`src/rtl/shaper_peak_controller_pkg.sv`:
```
// Shared settings for the shaper peak controller.
// Default widths and the controller state encoding.
package package_settings;

    localparam int SIZE_SHAPER_DATA           = 16;
    localparam int SIZE_TIME_MAXIMUM_SEARCH   = 8;
    localparam int SIZE_INTEGRAL_TIME_COUNTER = 16;
    localparam int SIZE_EVENT_COUNTER         = 32;

    typedef enum logic [2:0] {
        ST_IDLE,
        ST_ARMED,
        ST_SEARCH,
        ST_REPORT,
        ST_DEAD
    } state_t;

endpackage

```
`src/rtl/shaper_peak_controller_if.sv`:
```
// Statistic counter bundle: increment/clear in, count out.
interface shaper_peak_controller_if #(
    parameter int W = package_settings::SIZE_EVENT_COUNTER
);

    logic         inc;
    logic         clear;
    logic [W-1:0] count;

    modport master (
        output inc,
        output clear,
        input  count
    );

    modport slave (
        input  inc,
        input  clear,
        output count
    );

endinterface

```
`src/rtl/event_statistic_counter.sv`:
```
// Saturating event counter with a synchronous clear.
module event_statistic_counter #(
    parameter int W = package_settings::SIZE_EVENT_COUNTER
) (
    input  logic                     clk,
    input  logic                     reset_n,
    shaper_peak_controller_if.slave  stat
);

    logic [W-1:0] count_q;
    logic [W-1:0] count_d;

    // Clear dominates a coincident increment.
    always_comb begin
        count_d = count_q;
        if (stat.clear) begin
            count_d = '0;
        end else if (stat.inc && (count_q != {W{1'b1}})) begin
            count_d = count_q + W'(1);
        end
    end

    always_ff @(posedge clk or negedge reset_n) begin
        if (!reset_n) begin
            count_q <= '0;
        end else begin
            count_q <= count_d;
        end
    end

    assign stat.count = count_q;

endmodule

```
`src/rtl/shaper_peak_controller.sv`:
```
// Trapezoid peak finder: arm, search a window, report, dead time.
// Accepted and pile-up events are counted by two statistic counters.
module shaper_peak_controller #(
    parameter int SIZE_SHAPER_DATA =
        package_settings::SIZE_SHAPER_DATA,
    parameter int SIZE_TIME_MAXIMUM_SEARCH =
        package_settings::SIZE_TIME_MAXIMUM_SEARCH,
    parameter int SIZE_INTEGRAL_TIME_COUNTER =
        package_settings::SIZE_INTEGRAL_TIME_COUNTER,
    parameter int SIZE_EVENT_COUNTER =
        package_settings::SIZE_EVENT_COUNTER
) (
    input  logic                                   clk,
    input  logic                                   reset_n,
    input  logic                                   enable,
    input  logic                                   counter_clear,
    input  logic signed [SIZE_SHAPER_DATA-1:0]     shaper_data,
    input  logic                                   shaper_data_valid,
    input  logic signed [SIZE_SHAPER_DATA-1:0]     threshold,
    input  logic [SIZE_TIME_MAXIMUM_SEARCH-1:0]    search_time,
    input  logic [SIZE_INTEGRAL_TIME_COUNTER-1:0]  dead_time,
    output logic signed [SIZE_SHAPER_DATA-1:0]     peak_data,
    output logic                                   peak_valid,
    output logic                                   pile_up,
    output logic                                   busy,
    output logic [SIZE_EVENT_COUNTER-1:0]          event_counter,
    output logic [SIZE_EVENT_COUNTER-1:0]          pile_up_counter
);

    import package_settings::*;

    localparam int SDW = SIZE_SHAPER_DATA;
    localparam int STW = SIZE_TIME_MAXIMUM_SEARCH;
    localparam int DTW = SIZE_INTEGRAL_TIME_COUNTER;

    state_t                state_q, state_d;
    logic signed [SDW-1:0] max_q, max_d;
    logic signed [SDW-1:0] thr_q, thr_d;
    logic signed [SDW-1:0] hold_q, hold_d;
    logic [STW-1:0]        win_cnt_q, win_cnt_d;
    logic [STW-1:0]        win_len_q, win_len_d;
    logic [DTW-1:0]        dead_cnt_q, dead_cnt_d;
    logic [DTW-1:0]        dead_len_q, dead_len_d;
    logic                  below_q, below_d;
    logic                  pile_q, pile_d;

    always_ff @(posedge clk or negedge reset_n) begin
        if (!reset_n) begin
            state_q    <= ST_IDLE;
            max_q      <= '0;
            thr_q      <= '0;
            hold_q     <= '0;
            win_cnt_q  <= '0;
            win_len_q  <= '0;
            dead_cnt_q <= '0;
            dead_len_q <= '0;
            below_q    <= 1'b0;
            pile_q     <= 1'b0;
        end else begin
            state_q    <= state_d;
            max_q      <= max_d;
            thr_q      <= thr_d;
            hold_q     <= hold_d;
            win_cnt_q  <= win_cnt_d;
            win_len_q  <= win_len_d;
            dead_cnt_q <= dead_cnt_d;
            dead_len_q <= dead_len_d;
            below_q    <= below_d;
            pile_q     <= pile_d;
        end
    end

    always_comb begin
        state_d    = state_q;
        max_d      = max_q;
        thr_d      = thr_q;
        hold_d     = hold_q;
        win_cnt_d  = win_cnt_q;
        win_len_d  = win_len_q;
        dead_cnt_d = dead_cnt_q;
        dead_len_d = dead_len_q;
        below_d    = below_q;
        pile_d     = pile_q;
        unique case (state_q)
            ST_IDLE: begin
                if (enable) begin
                    state_d = ST_ARMED;
                end
            end
            ST_ARMED: begin
                if (shaper_data_valid && (shaper_data > threshold)) begin
                    state_d   = ST_SEARCH;
                    max_d     = shaper_data;
                    thr_d     = threshold;
                    win_cnt_d = STW'(1);
                    win_len_d = (search_time == '0) ? STW'(1) : search_time;
                    below_d   = 1'b0;
                    pile_d    = 1'b0;
                end
            end
            ST_SEARCH: begin
                // A one-sample window is already full on entry.
                if (win_cnt_q >= win_len_q) begin
                    state_d = ST_REPORT;
                end else if (shaper_data_valid) begin
                    win_cnt_d = win_cnt_q + STW'(1);
                    if (shaper_data > max_q) begin
                        max_d = shaper_data;
                    end
                    if (shaper_data > thr_q) begin
                        if (below_q) begin
                            pile_d = 1'b1;
                        end
                    end else begin
                        below_d = 1'b1;
                    end
                    if (win_cnt_d == win_len_q) begin
                        state_d = ST_REPORT;
                    end
                end
            end
            ST_REPORT: begin
                if (!pile_q) begin
                    hold_d = max_q;
                end
                dead_cnt_d = '0;
                dead_len_d = dead_time;
                state_d    = (dead_time != '0) ? ST_DEAD : ST_ARMED;
            end
            ST_DEAD: begin
                if (shaper_data_valid) begin
                    dead_cnt_d = dead_cnt_q + DTW'(1);
                    if (dead_cnt_d == dead_len_q) begin
                        state_d = ST_ARMED;
                    end
                end
            end
            default: begin
                state_d = ST_IDLE;
            end
        endcase
        // The report cycle always completes, even if run control drops.
        if (!enable && (state_q != ST_REPORT)) begin
            state_d = ST_IDLE;
        end
    end

    always_comb begin
        busy       = 1'b0;
        peak_valid = 1'b0;
        pile_up    = 1'b0;
        peak_data  = hold_q;
        unique case (state_q)
            ST_REPORT: begin
                busy       = 1'b1;
                peak_valid = !pile_q;
                pile_up    = pile_q;
                if (!pile_q) begin
                    peak_data = max_q;
                end
            end
            ST_SEARCH,
            ST_DEAD: begin
                busy = 1'b1;
            end
            default: begin
                busy = 1'b0;
            end
        endcase
    end

    shaper_peak_controller_if #(.W(SIZE_EVENT_COUNTER)) evt_if ();
    shaper_peak_controller_if #(.W(SIZE_EVENT_COUNTER)) pu_if ();

    assign evt_if.inc   = peak_valid;
    assign evt_if.clear = counter_clear;
    assign pu_if.inc    = pile_up;
    assign pu_if.clear  = counter_clear;

    event_statistic_counter #(.W(SIZE_EVENT_COUNTER)) u_evt_cnt (
        .clk     (clk),
        .reset_n (reset_n),
        .stat    (evt_if.slave)
    );

    event_statistic_counter #(.W(SIZE_EVENT_COUNTER)) u_pu_cnt (
        .clk     (clk),
        .reset_n (reset_n),
        .stat    (pu_if.slave)
    );

    assign event_counter   = evt_if.count;
    assign pile_up_counter = pu_if.count;

endmodule
```
`config.mk`:
```
export PLATFORM = sky130hd
export DESIGN_NAME = shaper_peak_controller
export DESIGN_NICKNAME = d
export VERILOG_FILES = /design/src/rtl/shaper_peak_controller_pkg.sv /design/src/rtl/shaper_peak_controller_if.sv /design/src/rtl/event_statistic_counter.sv /design/src/rtl/shaper_peak_controller.sv
export SDC_FILE = /design/constraint.sdc
export NUM_CORES = 1
export LEC_CHECK = 0
export ABC_AREA = 1
export CAP_MARGIN = 20
export CORE_ASPECT_RATIO = 0.75
export CORE_UTILIZATION = 53
export CTS_CLUSTER_DIAMETER = 50
export CTS_CLUSTER_SIZE = 24
export DETAILED_ROUTE_END_ITERATION = 6
export PLACE_DENSITY = 0.88
export SYNTH_ARGS = -nofsm -noshare
export SYNTH_HDL_FRONTEND = slang
export SYNTH_SLANG_ARGS = --single-unit
```
`constraint.sdc`:
```
create_clock -name clk -period 4.5 [get_ports clk]
set_clock_uncertainty 0.2 [all_clocks]
set_input_delay 0.9 -clock clk [delete_from_list [all_inputs] [get_ports clk]]
set_output_delay 0.9 -clock clk [all_outputs]
set_load 0.05 [all_outputs]
```
# == Yosys cells after proc, flatten, opt, wreduce, memory -nomap -nowiden ==
# Index checks and enable logic that the tools add are counted.
# word_totals
memories,0
wordCells,105
romBits,0
ff_bits,165
latchBits,0
mem_bits_rw,0
output_inout_bits,83
# classes
n_bitwise,0
order_cmp,4
n_eq_ne,23
muxes,41
n_mul,0
n_addsub,4
n_reduce_logical,21
div_mod_pow,0
shifts,0
# op_table
operator,count
32-bit 2-to-1 mux,4
16-bit 2-to-1 mux,7
32-bit by 1-bit adder with 32-bit output (second input constant),2
32-bit inequality test (second input constant),2
16-bit case mux with 2 select lines,2
16-bit greater-than comparator,3
8-bit 2-to-1 mux,4
3-bit 2-to-1 mux,9
16-bit by 1-bit adder with 16-bit output (second input constant),1
16-bit equality test,1
2-bit inequality test (second input constant),8
8-bit case mux with 2 select lines,1
16-bit nonzero test,1
3-bit case mux with 5 select lines,1
3-bit inequality test (second input constant),4
6-bit AND reduction,2
1-bit 2-to-1 mux,11
5-bit AND reduction,2
8-bit by 1-bit adder with 8-bit output (second input constant),1
8-bit equality test,1
8-bit greater-or-equal comparator,1
8-bit logical NOT,1
4-bit inequality test (second input constant),2
2-bit nonzero test,4
other kinds (11),18

# == Depth between registers and ports, before layout ==
# Gate-level depths: netlist of the first run.
# depth
word_depth,7
mapped_depth,20
depth_no_buf,20

# == Cells and area by module ==
# From an unflattened synthesis of the first run, not the netlist that was laid out.
# hier_totals
hier_cells,1549
area_unflattened_um2,10950.5
# by_module_without_submodules
mod,cells_each,seq_area_each_um2,area_each_um2,n_inst
shaper_peak_controller,859,2527.4,6463.7,1
event_statistic_counter,345,800.8,2243.4,2

# == Worst setup path before layout of the first run ==
# Ideal clock, no wire load.
# synth_timing
kind,register -> output
start,register state_q[2]
end,output peak_data[10]
path_stages_with_launch,8
setup_slack_ps,1316
t_required_ps,3400
arrival_ps,2084
path_cell_list,dfrtp_1 inv_2 nand2_1 nor2_4 inv_4 nor2_4 buf_1 a21oi_1
# synth_between
elab_chain_len,2
# synth_lines
item,line,text
start: declaration,shaper_peak_controller.sv:36,"state_t state_q, state_d;"
start signal: assignment,shaper_peak_controller.sv:60,state_q <= state_d;
3-bit by 2-bit equality test with 1-bit output,shaper_peak_controller.sv:153,unique case (state_q)
16-bit 2-to-1 mux,n/a,
end: declaration,shaper_peak_controller.sv:22,"output logic signed [SIZE_SHAPER_DATA-1:0] peak_data,"
# Every way passes these cells.

# == Worst setup path after layout of the first run ==
# layout_timing
start,register state_q[2]
end,output peak_data[1]
# The elaborated chain is that of the path after synthesis.

==> results of run 1 <==
path summary, 6_finish.rpt:
path	start	end	cells past startpoint
setup reg to reg	win_cnt_q[3]	max_q[0]	11
setup / recovery	state_q[2]	peak_data[1]	8
hold reg to reg	max_q[12]	max_q[12]	2
hold / removal	max_q[12]	max_q[12]	2
max in group asynchronous	reset_n	u_pu_cnt.stat.count[28]	2
min in group asynchronous	reset_n	hold_q[11]	1
state kept, by name, indices dropped and copies added (netlist names), 3 cells and up:
register,cells
state_q,3
u_evt_cnt.stat.count,32
dead_cnt_q,16
win_cnt_q,8
max_q,16
u_pu_cnt.stat.count,32
thr_q,16
win_len_q,8
hold_q,16
dead_len_q,16
layout make-up:
type	count	share of cell area, %
Timing Repair Buffer	151	12.07
Clock inverter	15	0.9636
Inverter	207	6.253
Sequential cell	165	33.12
Clock buffer	17	3.413
Multi-Input combinational cell	988	41.69
Tap cell	247	2.479
critical path, cell delays in order (launching register included):
cell	delay, ns
dfrtp_1	0.41
inv_2	0.07
nand2_1	0.10
nor2_4	0.13
inv_4	0.07
nor2_4	0.55
nor2_1	0.08
a21oi_1	0.27
clkdlybuf4s50_1	0.86
per-layer routing:
layer,global-route usage (%),share of wire [%]
met1,41.95,45
met2,45.03,44
met3,6.151,9.1
met4,7.252,1.5
met5,0,0
per-stage QoR:
stage	total power (W)	area [µm²]	setup WS, ns	utilization, %
4_1_cts	0.005668	12470	0.3551	66.58
3_3_place_gp	0.004207	11920	0.7430	63.67
5_1_grt	0.006044	12470	0.1877	66.58
3_5_place_dp	0.004290	11920	0.6683	63.67
2_1_floorplan	0.003585	10230	1.316	-
6_report	0.005665	12470	0.3921	66.58
power by group through the flow:
stage                     Clock, W  Combinational (W)  Sequential (W)
final                      0.00137            0.00228         0.00202
after global routing       0.00147            0.00252         0.00206
after CTS                  0.00139            0.00226         0.00202
after detailed placement         0            0.00225         0.00204
after global placement           0            0.00218         0.00202
after floorplan                  0            0.00159         0.00200
cells by family (layout without fill, tap and decap cells):
logic type,count (synthesis),after routing,share of synthesized area [%]
fa+ha+maj,60,60,7.335
flops,165,165,40.34
simple gates,692,692,30.21
xor+xnor,15,15,1.284
compound gates,219,219,11.74
buf+inv,235,390,8.875
mux,2,2,0.2200
layout by cell type (no fill, tap or decap), types with 2 or more instances in the layout:
cell type,count
nand2_1,339
inv_1,201
dfrtp_1,165
clkdlybuf4s50_1,142
nor2_1,122
nand3_1,102
o21ai_0,92
a21oi_1,80
ha_1,60
nand4_1,40
nor3_1,36
clkbuf_16,17
xor2_1,14
o22ai_1,12
nor2_2,10
nor4_1,10
nand2_2,9
o31ai_1,9
buf_4,7
inv_2,5
nor2_4,5
a31oi_1,5
o21a_1,5
inv_6,5
or2_2,4
o21ai_1,4
clkinv_4,4
nor3_2,3
a2bb2oi_1,3
clkinv_2,3
mux2_2,2
a21o_1,2
nand3b_1,2
nor4_2,2
nand3_2,2
and2_1,2
clkinvlp_4,2
==> summary.txt, run 1 <==
Pwr
  • PwrDens: 454.4 nW/µm²
  • Leak Pwr: 5.668 nW
  • Sw Ratio: 41.68%
  • Gate power share: 40.2%
  • Worst vdd ir: 0.3763 mV
  • Int Pwr: 0.003304 W
  • Flop pwr share: 35.7%
  • Sw Pwr: 0.002361 W
  • Clock share of power: 24.2%

Clocking
  • Clock Sinks: 165
  • # hold bufs at CTS: 0
  • Clock-pin slew on the worst setup and hold paths: 0.07 ns
  • Num CTS Buffers: 17
  • Resize count post-CTS: 0
  • CTS H-tree lvls: 4
  • CTS Root Cell: clkbuf_16
  • CTS max path bufs: 2
  • CTS tree: done
  • Postcts setup bufs: 0
  • Clock latency on the worst-skew pair: 0.44 ns

Final layout
  • Nets: 1651
  • Area delta synth->final: 21.80%
  • Seq. cell area: 4129 µm²
  • Area of the multi-input gates: 5197 µm²
  • Fillers: 1511
  • Share of cells above drive strength 1: 5.768%
  • N_diodes: 0
  • Fin cells: 1790

STA
  • Setup violations, final: 0
  • Slew headroom: 45.36%
  • Final Hold Viols: 0
  • Post-route setup TNS: 0 ns
  • Tcrit/Tclk final: 91.29%
  • Pins Over Slew Limit: 0
  • Minimum clock period: 4.108 ns
  • Hold slack final: 0.2774 ns
  • RSZ-0062 raised after global routing: no
  • Tightest Pin Transition: 0.8165 ns
  • Fmax achieved: 0.2434 GHz

GRT
  • Vias in the first global route: 9336
  • GRT overflow: 0
  • Largest net degree at the start of global routing: 78
  • Total track usage: 29.23%
  • Global-route wire length before repair: 45570 µm
  • Initial antenna violation count: 0

Synthesis
  • Share of flip-flops with an asynchronous set or reset: 100.0%
  • Most frequent cell after synthesis: nand2_1
  • Synthesized area per cell: 7.374 µm²
  • Post-synthesis sequential area ratio: 40.34%
  • Yosys reg bits: 165
  • Cell count after synthesis: 1388
  • Number of synthesized flops with an enable pin: 0
  • Leading area contributor after synthesis: dfrtp_1
  • Yosys top cell area share: 40.34%
  • Ys flop type: dfrtp_1
  • Synth warn: 0
  • Commonest cells post-synth: nand2_1, inv_1, dfrtp_1
  • Post-Syn Nets: 1509
  • Synth area leaders: dfrtp_1, nand2_1, inv_1, ha_1, nand3_1
  • Mapped Area: 10230 µm²
  • Count of cell types in the netlist: 47

Floorplan
  • Core region area: 18720 µm²
  • Die X: 162.5 µm
  • Top-level I/O count: 144
  • Die height: 122.3 µm
  • Initial Utilization: 54.66%
  • Die area: 19880 µm²
  • Rows: 43

Critical path
  • Setup slack, reg-to-reg: 1.61 ns
  • Max Fanout on Critical Path: 33
  • Setup CP Type: register to primary output
  • Crit. End Element: primary output
  • Critical path data arrival time: 3.01 ns
  • Critical Path RT: 3.40 ns
  • Setup crit start kind: register

Job
  • Max-capacitance violation count: 0

Placed design
  • Dpl hpwl: 21120 µm
  • Cells after DPL: 1758
  • Buffers on Ports: 143
  • GPL Wtd Cong: 0.9619

Drt
  • Initial DRC count: 1180
  • WL/cell: 15.44 µm
  • Final wirelength: 27650 µm
  • Post-route ant nets: 0
  • # DRC: 1
  • DR vias: 10056
  • Vias per cell: 5.618
  • DRT Pass-1 Iters: 7

Outcome
  • Failing checks: design-rule violations
  • Outcome: finished, violations left

Hold path
  • Hold crit path type: register to register
No activity file was read; power rests on OpenSTA's default activity.
==> run 2: changes to the inputs <==
--- a/config.mk
+++ b/config.mk
@@ -5,7 +5,6 @@
 export SDC_FILE = /design/constraint.sdc
 export NUM_CORES = 1
 export LEC_CHECK = 0
-export ABC_AREA = 1
 export CAP_MARGIN = 20
 export CORE_ASPECT_RATIO = 0.75
 export CORE_UTILIZATION = 53
==> run 2 against run 1 <==
Effect of this change: the run now ends clean; register-to-register slack got worse by 0.18 ns; sequential power increased by 2%; highest routed layer unchanged; worst setup slack improved by 0.37 ns; wire length decreased by 17%; first-iteration DRC count decreased by 34%; synthesized cell count decreased by 27%; cell count decreased by 22%; worst hold slack got worse by 0.13 ns.
==> summary.txt, run 2 <==
Outcome
  • Outcome: completed (was finished, violations left)

Final layout
  • N_diodes: 0 (unchanged)
  • Most common cell after layout, fill and taps aside: dfrtp_1 (was nand2_1)
  • Share of cells above drive strength 1: 9.862% (was 5.768%)
  • Most frequent cells in the layout: dfrtp_1, clkdlybuf4s50_1, nand2_1, nor2_1, o21ai_0 (was nand2_1, inv_1, dfrtp_1, clkdlybuf4s50_1, nor2_1)
  • Fin area: 11950 µm² (was 12470 µm²)
  • Nets: 1264 (was 1651)
  • Area delta synth->final: 25.29% (was 21.80%)
  • Fin util: 67.86% (was 66.58%)

Synthesis
  • Most frequent cell after synthesis: dfrtp_1 (was nand2_1)
  • Ys flop type: dfrtp_1 (unchanged)
  • Number of synthesized flops with an enable pin: 0 (unchanged)
  • Synth warn: 0 (unchanged)
  • Mapped Area: 9535 µm² (was 10230 µm²)
  • Share of flip-flops with an asynchronous set or reset: 100.0% (unchanged)
  • Post-Syn Nets: 1133 (was 1509)
  • Cell count after synthesis: 1012 (was 1388)
  • Count of cell types in the netlist: 64 (was 47)
  • Synth area leaders: dfrtp_1, ha_1, xor2_1, nand2_1, nor2_1 (was dfrtp_1, nand2_1, inv_1, ha_1, nand3_1)
  • Post-synthesis sequential area ratio: 43.30% (was 40.34%)
  • Leading area contributor after synthesis: dfrtp_1 (unchanged)
  • Yosys reg bits: 165 (unchanged)
  • Yosys top cell area share: 43.30% (was 40.34%)
  • Commonest cells post-synth: dfrtp_1, nand2_1, nor2_1 (was nand2_1, inv_1, dfrtp_1)
  • Synthesized area per cell: 9.422 µm² (was 7.374 µm²)

Pwr
  • Clock share of power: 26.3% (was 24.2%)
  • Flop pwr share: 36.2% (was 35.7%)
  • Sw Ratio: 35.95% (was 41.68%)
  • Worst vdd ir: 0.2435 mV (was 0.3763 mV)
  • PwrDens: 479.6 nW/µm² (was 454.4 nW/µm²)
  • Leak Pwr: 5.282 nW (was 5.668 nW)
  • Int Pwr: 0.003670 W (was 0.003304 W)
  • Sw Pwr: 0.002060 W (was 0.002361 W)
  • Gate power share: 37.6% (was 40.2%)

Floorplan
  • Top-level I/O count: 144 (unchanged)
  • Rows: 42 (was 43)
  • Initial Utilization: 54.16% (was 54.66%)
  • Die area: 18540 µm² (was 19880 µm²)
  • Core region area: 17600 µm² (was 18720 µm²)
  • Die X: 156.9 µm (was 162.5 µm)
  • Die height: 118.2 µm (was 122.3 µm)

Placed design
  • Dpl hpwl: 16640 µm (was 21120 µm)
  • Buffers on Ports: 143 (unchanged)
  • GPL Wtd Cong: 0.8878 (was 0.9619)
  • Placed Area: 11320 µm² (was 11920 µm²)
  • Pre-CTS setup slack: 0.3928 ns (was 0.6683 ns)

Critical path
  • Setup CP Type: input port to register (was register to primary output)
  • Critical Path RT: 4.62 ns (was 3.40 ns)
  • Max Fanout on Critical Path: 12 (was 33)
  • Setup crit start kind: input port (was register)
  • Crit. End Element: register (was primary output)
  • Critical path data arrival time: 3.86 ns (was 3.01 ns)

Drt
  • # DRC: 0 (was 1)
  • WL/cell: 16.36 µm (was 15.44 µm)
  • DR vias: 7894 (was 10056)
  • Post-route ant nets: 0 (unchanged)
  • DRT Pass-1 Iters: 5 (was 7)
  • Initial DRC count: 778 (was 1180)
  • Vias per cell: 5.647 (was 5.618)
  • Final wirelength: 22870 µm (was 27650 µm)

STA
  • Pins Over Slew Limit: 0 (unchanged)
  • Slew headroom: 50.45% (was 45.36%)
  • Tightest Pin Transition: 0.7355 ns (was 0.8165 ns)
  • Fmax achieved: 0.2673 GHz (was 0.2434 GHz)
  • Setup ws final: 0.7593 ns (was 0.3921 ns)
  • RSZ-0062 raised after global routing: no (unchanged)
  • Minimum clock period: 3.741 ns (was 4.108 ns)
  • Setup violations, final: 0 (unchanged)
  • Tcrit/Tclk final: 83.13% (was 91.29%)
  • Final Hold Viols: 0 (unchanged)
  • Post-route setup TNS: 0 ns (unchanged)

GRT
  • Largest net degree at the start of global routing: 114 (was 78)
  • Initial antenna violation count: 0 (unchanged)
  • Global-route wire length before repair: 38070 µm (was 45570 µm)
  • Total track usage: 25.99% (was 29.23%)
  • Vias in the first global route: 7635 (was 9336)
  • GRT overflow: 0 (unchanged)

Job
  • Max-capacitance violation count: 0 (unchanged)

Clocking
  • CTS max path bufs: 2 (unchanged)
  • Clock latency on the worst-skew pair: 0.43 ns (was 0.44 ns)
  • CTS H-tree lvls: 4 (unchanged)
  • # hold bufs at CTS: 0 (unchanged)
  • Clock-pin slew on the worst setup and hold paths: 0.07 ns (about the same)
  • Clock Sinks: 165 (unchanged)
  • Resize count post-CTS: 0 (unchanged)
  • Postcts setup bufs: 0 (unchanged)
  • CTS Root Cell: clkbuf_16 (unchanged)
  • Num CTS Buffers: 17 (unchanged)
  • CTS tree: done (unchanged)

Hold path
  • Hold crit path type: input port to async pin (was register to register)
run 2: logic make-up after synthesis:
logic type	after synthesis	share of synthesized area [%]
compound gates	171	10.92
xor+xnor	92	8.450
fa+ha+maj	60	7.873
buf+inv	109	4.776
flops	165	43.30
mux	44	5.550
simple gates	371	19.13
run 2: stage by stage:
stage          hold WS [ns]  power, W  std cells
6_report             0.1476  0.005730       1398
3_3_place_gp         0.2622  0.004097       1365
2_1_floorplan        0.2498  0.003434       1012
3_5_place_dp         0.2694  0.004207       1365
5_1_grt              0.1547  0.006041       1398
4_1_cts              0.2840  0.005741       1397
run 2: worst paths after layout:
check                           startpoint                        to  slack, ns  cells after the start
setup / recovery           shaper_data[11]                  max_q[4]       0.76                      9
hold reg to reg                   thr_q[4]                  thr_q[4]       0.28                      2
hold / removal                     reset_n  u_evt_cnt.stat.count[18]       0.15                      1
min in group clk                  thr_q[4]                  thr_q[4]       0.28                      2
max in group asynchronous          reset_n   u_pu_cnt.stat.count[31]       2.85                      3
setup reg to reg                state_q[0]                  max_q[4]       1.43                      9
run 2: final cells by class:
type                    instances  area, µm²
clock buffers                  18      439.2
well taps                     242      302.8
inverters                      68      255.2
flip-flops and latches        165       4129
fillers                      1307       5658
repair buffers                153       1705
clock inverters                14      163.9
multi-input cells             738       4951
run 2: critical path, cell delays in order:
cell	delay, ns
clkdlybuf4s50_1	0.53
ha_1	0.38
nand4_1	0.15
nor4_2	0.35
a211oi_1	0.17
a2111o_1	0.37
a221oi_4	0.44
buf_12	0.21
mux2_2	0.33
run 2: per-layer routing:
| metal | global-route usage, % | vias up | routed length (µm) |
|---|---|---|---|
| met1 | 36.53 | 3763 | 10320 |
| met3 | 4.767 | 39 | 1580 |
| met2 | 40.47 | 326 | 10580 |
| met5 | 0 | - | 0 |
| li1 | - | 3766 | - |
| met4 | 8.578 | 0 | 397 |
run 2: power groups by stage:
stage / combinational, W / sequential, W / clock [W]
floorplan: 0.00143 / 0.00200 / 0
global placement: 0.00203 / 0.00207 / 0
detailed placement: 0.00212 / 0.00209 / 0
CTS: 0.00215 / 0.00207 / 0.00152
global route: 0.00234 / 0.00212 / 0.00159
finish: 0.00215 / 0.00207 / 0.00150
